[src/rtl/id_operand_stage.sv]
// rtl/id_operand_stage.sv - decode-to-execute operand stage: forwarding, load-use stall, pipeline register
module id_operand_stage #(
    parameter int dataW = 32,
    parameter int idxW  = 5,
    parameter int cntW  = 16
) (
    input  logic             clock,
    input  logic             reset,
    input  logic             in_valid,
    output logic             in_ready,
    input  logic [idxW-1:0]  in_rs1,
    input  logic [idxW-1:0]  in_rs2,
    input  logic             in_uses_rs1,
    input  logic             in_uses_rs2,
    input  logic [idxW-1:0]  in_rd,
    input  logic             in_rd_we,
    input  logic [dataW-1:0] in_imm,
    input  logic [dataW-1:0] in_pc,
    input  logic [7:0]       in_ctrl,
    output logic [idxW-1:0]  RegData1,
    output logic [idxW-1:0]  RegData2,
    input  logic [dataW-1:0] RegDataOut1,
    input  logic [dataW-1:0] RegDataOut2,
    input  logic             ex_valid,
    input  logic [idxW-1:0]  ex_rd,
    input  logic             ex_is_load,
    input  logic [dataW-1:0] ex_data,
    input  logic             wb_we,
    input  logic [idxW-1:0]  wb_rd,
    input  logic [dataW-1:0] wb_data,
    input  logic             flush,
    output logic             out_valid,
    input  logic             out_ready,
    output logic [dataW-1:0] out_op1,
    output logic [dataW-1:0] out_op2,
    output logic [dataW-1:0] out_imm,
    output logic [dataW-1:0] out_pc,
    output logic [7:0]       out_ctrl,
    output logic [idxW-1:0]  out_rd,
    output logic             out_rd_we,
    output logic [cntW-1:0]  bubble_count
);

    logic             valid_q, valid_d;
    logic [dataW-1:0] op1_q, op1_d, op2_q, op2_d, imm_q, imm_d, pc_q, pc_d;
    logic [7:0]       ctrl_q, ctrl_d;
    logic [idxW-1:0]  rd_q, rd_d;
    logic             rd_we_q, rd_we_d;
    logic [cntW-1:0]  bubble_q, bubble_d;

    logic             hazard, advance, accept;
    logic             hz_rs1, hz_rs2;
    logic [dataW-1:0] op1_res, op2_res;

    // EX beats WB: EX holds the younger write to the same register.
    function automatic logic [dataW-1:0] resolve(input logic [idxW-1:0]  rs,
                                                 input logic [dataW-1:0] rf_data);
        if (rs == '0)
            return '0;
        else if (ex_valid && !ex_is_load && ex_rd == rs)
            return ex_data;
        else if (wb_we && wb_rd == rs)
            return wb_data;
        else
            return rf_data;
    endfunction

    assign RegData1 = in_rs1;
    assign RegData2 = in_rs2;
    assign op1_res  = resolve(in_rs1, RegDataOut1);
    assign op2_res  = resolve(in_rs2, RegDataOut2);

    assign hz_rs1   = in_uses_rs1 && in_rs1 == ex_rd && ex_rd != '0;
    assign hz_rs2   = in_uses_rs2 && in_rs2 == ex_rd && ex_rd != '0;
    assign hazard   = in_valid && ex_valid && ex_is_load && (hz_rs1 || hz_rs2);
    assign advance  = !valid_q || out_ready;
    assign in_ready = advance && !hazard && !flush;
    assign accept   = in_valid && in_ready;

    always_comb begin
        valid_d  = valid_q;
        op1_d    = op1_q;
        op2_d    = op2_q;
        imm_d    = imm_q;
        pc_d     = pc_q;
        ctrl_d   = ctrl_q;
        rd_d     = rd_q;
        rd_we_d  = rd_we_q;
        bubble_d = bubble_q;
        if (flush)
            valid_d = 1'b0;
        else if (advance)
            valid_d = accept;
        if (accept) begin
            op1_d   = op1_res;
            op2_d   = op2_res;
            imm_d   = in_imm;
            pc_d    = in_pc;
            ctrl_d  = in_ctrl;
            rd_d    = in_rd;
            rd_we_d = in_rd_we;
        end
        if (hazard && advance && !flush && bubble_q != '1)
            bubble_d = bubble_q + 1'b1;
    end

    always_ff @(posedge clock or negedge reset) begin
        if (!reset) begin
            valid_q  <= 1'b0;
            op1_q    <= '0;
            op2_q    <= '0;
            imm_q    <= '0;
            pc_q     <= '0;
            ctrl_q   <= '0;
            rd_q     <= '0;
            rd_we_q  <= 1'b0;
            bubble_q <= '0;
        end else begin
            valid_q  <= valid_d;
            op1_q    <= op1_d;
            op2_q    <= op2_d;
            imm_q    <= imm_d;
            pc_q     <= pc_d;
            ctrl_q   <= ctrl_d;
            rd_q     <= rd_d;
            rd_we_q  <= rd_we_d;
            bubble_q <= bubble_d;
        end
    end

    assign out_valid    = valid_q;
    assign out_op1      = op1_q;
    assign out_op2      = op2_q;
    assign out_imm      = imm_q;
    assign out_pc       = pc_q;
    assign out_ctrl     = ctrl_q;
    assign out_rd       = rd_q;
    assign out_rd_we    = rd_we_q;
    assign bubble_count = bubble_q;

endmodule

[config.mk]
export PLATFORM = sky130hd
export DESIGN_NAME = id_operand_stage
export DESIGN_NICKNAME = d
export VERILOG_FILES = /design/src/rtl/id_operand_stage.sv
export SDC_FILE = /design/constraint.sdc
export NUM_CORES = 1
export LEC_CHECK = 0
export CORE_AREA = 2 2 156 158
export CTS_CLUSTER_SIZE = 40
export DETAILED_ROUTE_END_ITERATION = 16
export DIE_AREA = 0 0 158 160
export GPL_TIMING_DRIVEN = 0
export HOLD_SLACK_MARGIN = 0.15
export PLACE_DENSITY = 0.72
export SLEW_MARGIN = 20
export SYNTH_ARGS = -nofsm -noshare
export SYNTH_HDL_FRONTEND = slang
export SYNTH_SLANG_ARGS = --single-unit
[constraint.sdc]
create_clock -name clock -period 6.5 [get_ports clock]
set_input_delay 1.625 -clock clock [delete_from_list [all_inputs] [get_ports clock]]
set_output_delay 1.625 -clock clock [all_outputs]
set_load 0.02 [all_outputs]
==> run metrics, run 1 <==
initial antenna violation count=2; area of the multi-input gates=roughly 0.0036 mm²; CTS tree=built; Gate Count Post-Synth=714; Worst-path clk slew=0.06 ns; Synth Area per Inst=11.3 µm²; Final Hold Viols=0; area delta synth->final=63.3%; DRC viols=0; die area=0.0253 mm²; routed length per instance=20.1 µm; Yosys cell types=40; RSZ-0062 raised after global routing=no; Root Driver=clkbuf_16; Adder-Cell Fraction of Synth Area=0.155%; Synth Cell Area=around 0.0081 mm²; Slowest-stage cell, CP=clkdlybuf4s50_1; Final min period=approximately 5.6 ns; grt met3 use=5.48%; CP top delay family=buffers and inverters; Peak VDD IR=193 µV; # hold bufs at CTS=0; Final Max Tran Viols=0; die height=approximately 160 µm; CP Cell Sequence=clkdlybuf4s50_1 -> or4_1 -> o2111ai_2 -> o21ba_4 -> buf_2 -> nor2_1 -> clkdlybuf4s50_1; Hold Path Class=flip-flop to flip-flop; Synth top area share=between 40 and 50%; post-DP HPWL=about 23 mm; routing usage on met2=41.1%; CP most frequent cell=clkdlybuf4s50_1; CP peak stage delay=0.62 ns; layout cells sized above 1=15.8%; xor-xnor portion of the synthesized cell area=3.25%; CORE AREA=0.0238 mm²; I/O Pins=about 410; postcts setup bufs=0; placed cell count=roughly 1.4k; clk buf depth=2; Power Dens Cells=255 mW/mm²; total iterations of the first detailed-routing run=5; Yosys reg bits=approximately 160; TritonCTS buffer count=17; post-cts resize count=0; global-route wire length before repair=roughly 44 mm; Synth Area in Simple Gates=9.40%; H-tree levels=4; leakage power=5.62 nW; Worst setup SP type=input pin; Top FF cell, synth=dfrtp_1; sequential fraction of the synthesis area=~49%; Post-synth EDFFs=0; syn_nets=about 950; Area contributors post-synth=dfrtp_1, mux2_4, mux2_2; Worst EP required=about 4.9 ns; Clock Skew=0.00974 ns; CP Buf/Inv Count=3; vias post-DR=7309; met1 Use GR=~28%; ANT nets after route=0; Register Area=around 0.0040 mm²; clock latency at the later pin of the worst-skew pair=approximately 0.42 ns; global-route total usage across every layer=around a quarter; DR iter-0 viols=390; vias in the first global route=7551; final WL=29.7 mm; Row Count=between 50 and 60; fmax=177 MHz; complex-gate fraction of the synthesized area=about 13%; Tcrit/Tclk final=between 80 and 90%; Filler cells=2155; final count of negative-setup-slack endpoints=0; nets@finish=1376; largest net degree at the start of global routing=95; Post-Layout Cell Count=1478; critical path class=input pin to primary output; Hold Slack=0.506 ns; Die X=about 160 µm; IO Port Bufs=around 410; Setup crit end kind=primary output; initial core utilization=33.9%; crit-path max FO=10; crit path DAT=4.01 ns; Tot Pwr=0.00337 W; Synth Warn #=0; largest family of logic cells by synthesized area=multiplexers; Avg Vias per Cell=4.95; CTS sink cnt=approximately 160; multiplexer share of the synthesized area=roughly a fifth; max-cap violations=0; post-synth top area cell=dfrtp_1; Post-synth ARST share=100%; run status=complete, no violations; total grt overflow=0; busiest grt layer=met2; worst slew pin tran=0.910 ns; Rel. slew slack=39.3%; GPL Wtd Cong=between 0.8 and 0.9; final core occ=55.4%
metal layers:
metal | wire length, µm | up-vias | part of all wire, %
met2 | 15100 | 332 | 51
met4 | 614 | 0 | 2.1
met5 | 0 | - | 0
met3 | 2420 | 34 | 8.1
met1 | 11600 | 3560 | 39
li1 | - | 3383 | -
area by class of cell:
type / instances / share of cell area [%]
repair buffers: 406 / 31.0
flip-flops and latches: 159 / 30.1
multi-input cells: 459 / 27.1
clock buffers: 17 / 3.22
well taps: 324 / 3.07
plain buffers: 58 / 2.90
clock inverters: 15 / 1.48
inverters: 38 / 1.08
diodes: 2 / 0.0379
layout by cell type (no fill, tap or decap), drive strengths merged, types with 2 or more instances in the layout:
cell type	instances
nand4	7
nor3	4
clkdlybuf4s50	404
nand2	90
clkbuf	42
o22ai	33
nand2b	4
inv	43
clkinv	9
o2bb2ai	32
mux2i	7
nor2	40
xor2	18
buf	35
a311oi	25
diode	2
or4	2
nor4	4
and3	8
nand3	8
dfrtp	159
mux2	111
a21oi	33
a211oi	7
xnor2	12
nor2b	3
cells in the mapped netlist (2+ instances only):
cell / number
dfrtp_1: 159
nand2_1: 90
mux2_2: 61
mux2_4: 50
nor2_1: 39
inv_1: 38
a21oi_1: 33
o22ai_1: 33
o2bb2ai_1: 32
a311oi_1: 25
clkbuf_1: 25
xor2_1: 18
buf_4: 16
xnor2_1: 12
buf_2: 10
and3_1: 8
nand3_1: 8
a211oi_1: 7
mux2i_1: 7
nand4_1: 7
buf_12: 5
nand2b_1: 4
nor3_1: 4
nor4_1: 4
nor2b_1: 3
or4_1: 2
final timing paths:
path / from / endpoint / slack [ns] / cells after the start
worst min register to register: out_imm[7] / out_imm[7] / 0.51 / 1
worst min-delay path: out_imm[7] / out_imm[7] / 0.51 / 1
worst max register to register: bubble_count[0] / bubble_count[11] / 4.20 / 7
min in group asynchronous: reset / out_imm[0] / 1.13 / 1
worst max-delay path: ex_rd[1] / in_ready / 0.86 / 7
max in group asynchronous: reset / out_op2[31] / 4.51 / 2
kinds of logic after synthesis:
logic type	Yosys count
DFF	159
AOI/OAI and AO/OA	138
adders and majority gates	1
and+or+nand+nor	172
muxes	118
buffers and inverters	96
xor gates and xnor gates	30
power by group:
part	switching (W)	internal [W]	leakage (nW)
combinational	0.000481	0.000607	3.40
sequential	0.0000893	0.00115	1.92
clock	0.000485	0.000555	0.300
total	0.00106	0.00231	5.62
flip-flops by register name, indices dropped and copies added (netlist names):
| name | cells |
|---|---|
| out_rd | 5 |
| out_imm | 32 |
| out_op1 | 32 |
| bubble_count | 16 |
| out_valid | 1 |
| out_ctrl | 8 |
| out_rd_we | 1 |
| out_op2 | 32 |
| out_pc | 32 |
metrics by stage:
stage	setup TNS [ns]	area (µm²)	setup slack (ns)
2_1_floorplan	0	8080	1.89
3_3_place_gp	-473.19	12500	-3.00
3_5_place_dp	0	12600	0.878
4_1_cts	0	13200	0.877
5_1_grt	0	13200	0.806
6_report	0	13200	0.864
(Power assumes the default switching activity.)
==> inputs of run 2 (changes only) <==
--- a/config.mk
+++ b/config.mk
@@ -12,6 +12,7 @@
 export GPL_TIMING_DRIVEN = 0
 export HOLD_SLACK_MARGIN = 0.15
 export PLACE_DENSITY = 0.72
+export SETUP_SLACK_MARGIN = 0.3
 export SLEW_MARGIN = 20
 export SYNTH_ARGS = -nofsm -noshare
 export SYNTH_HDL_FRONTEND = slang
==> results of run 2 <==
Final layout, timing and power as in run 1 (identical DEF).
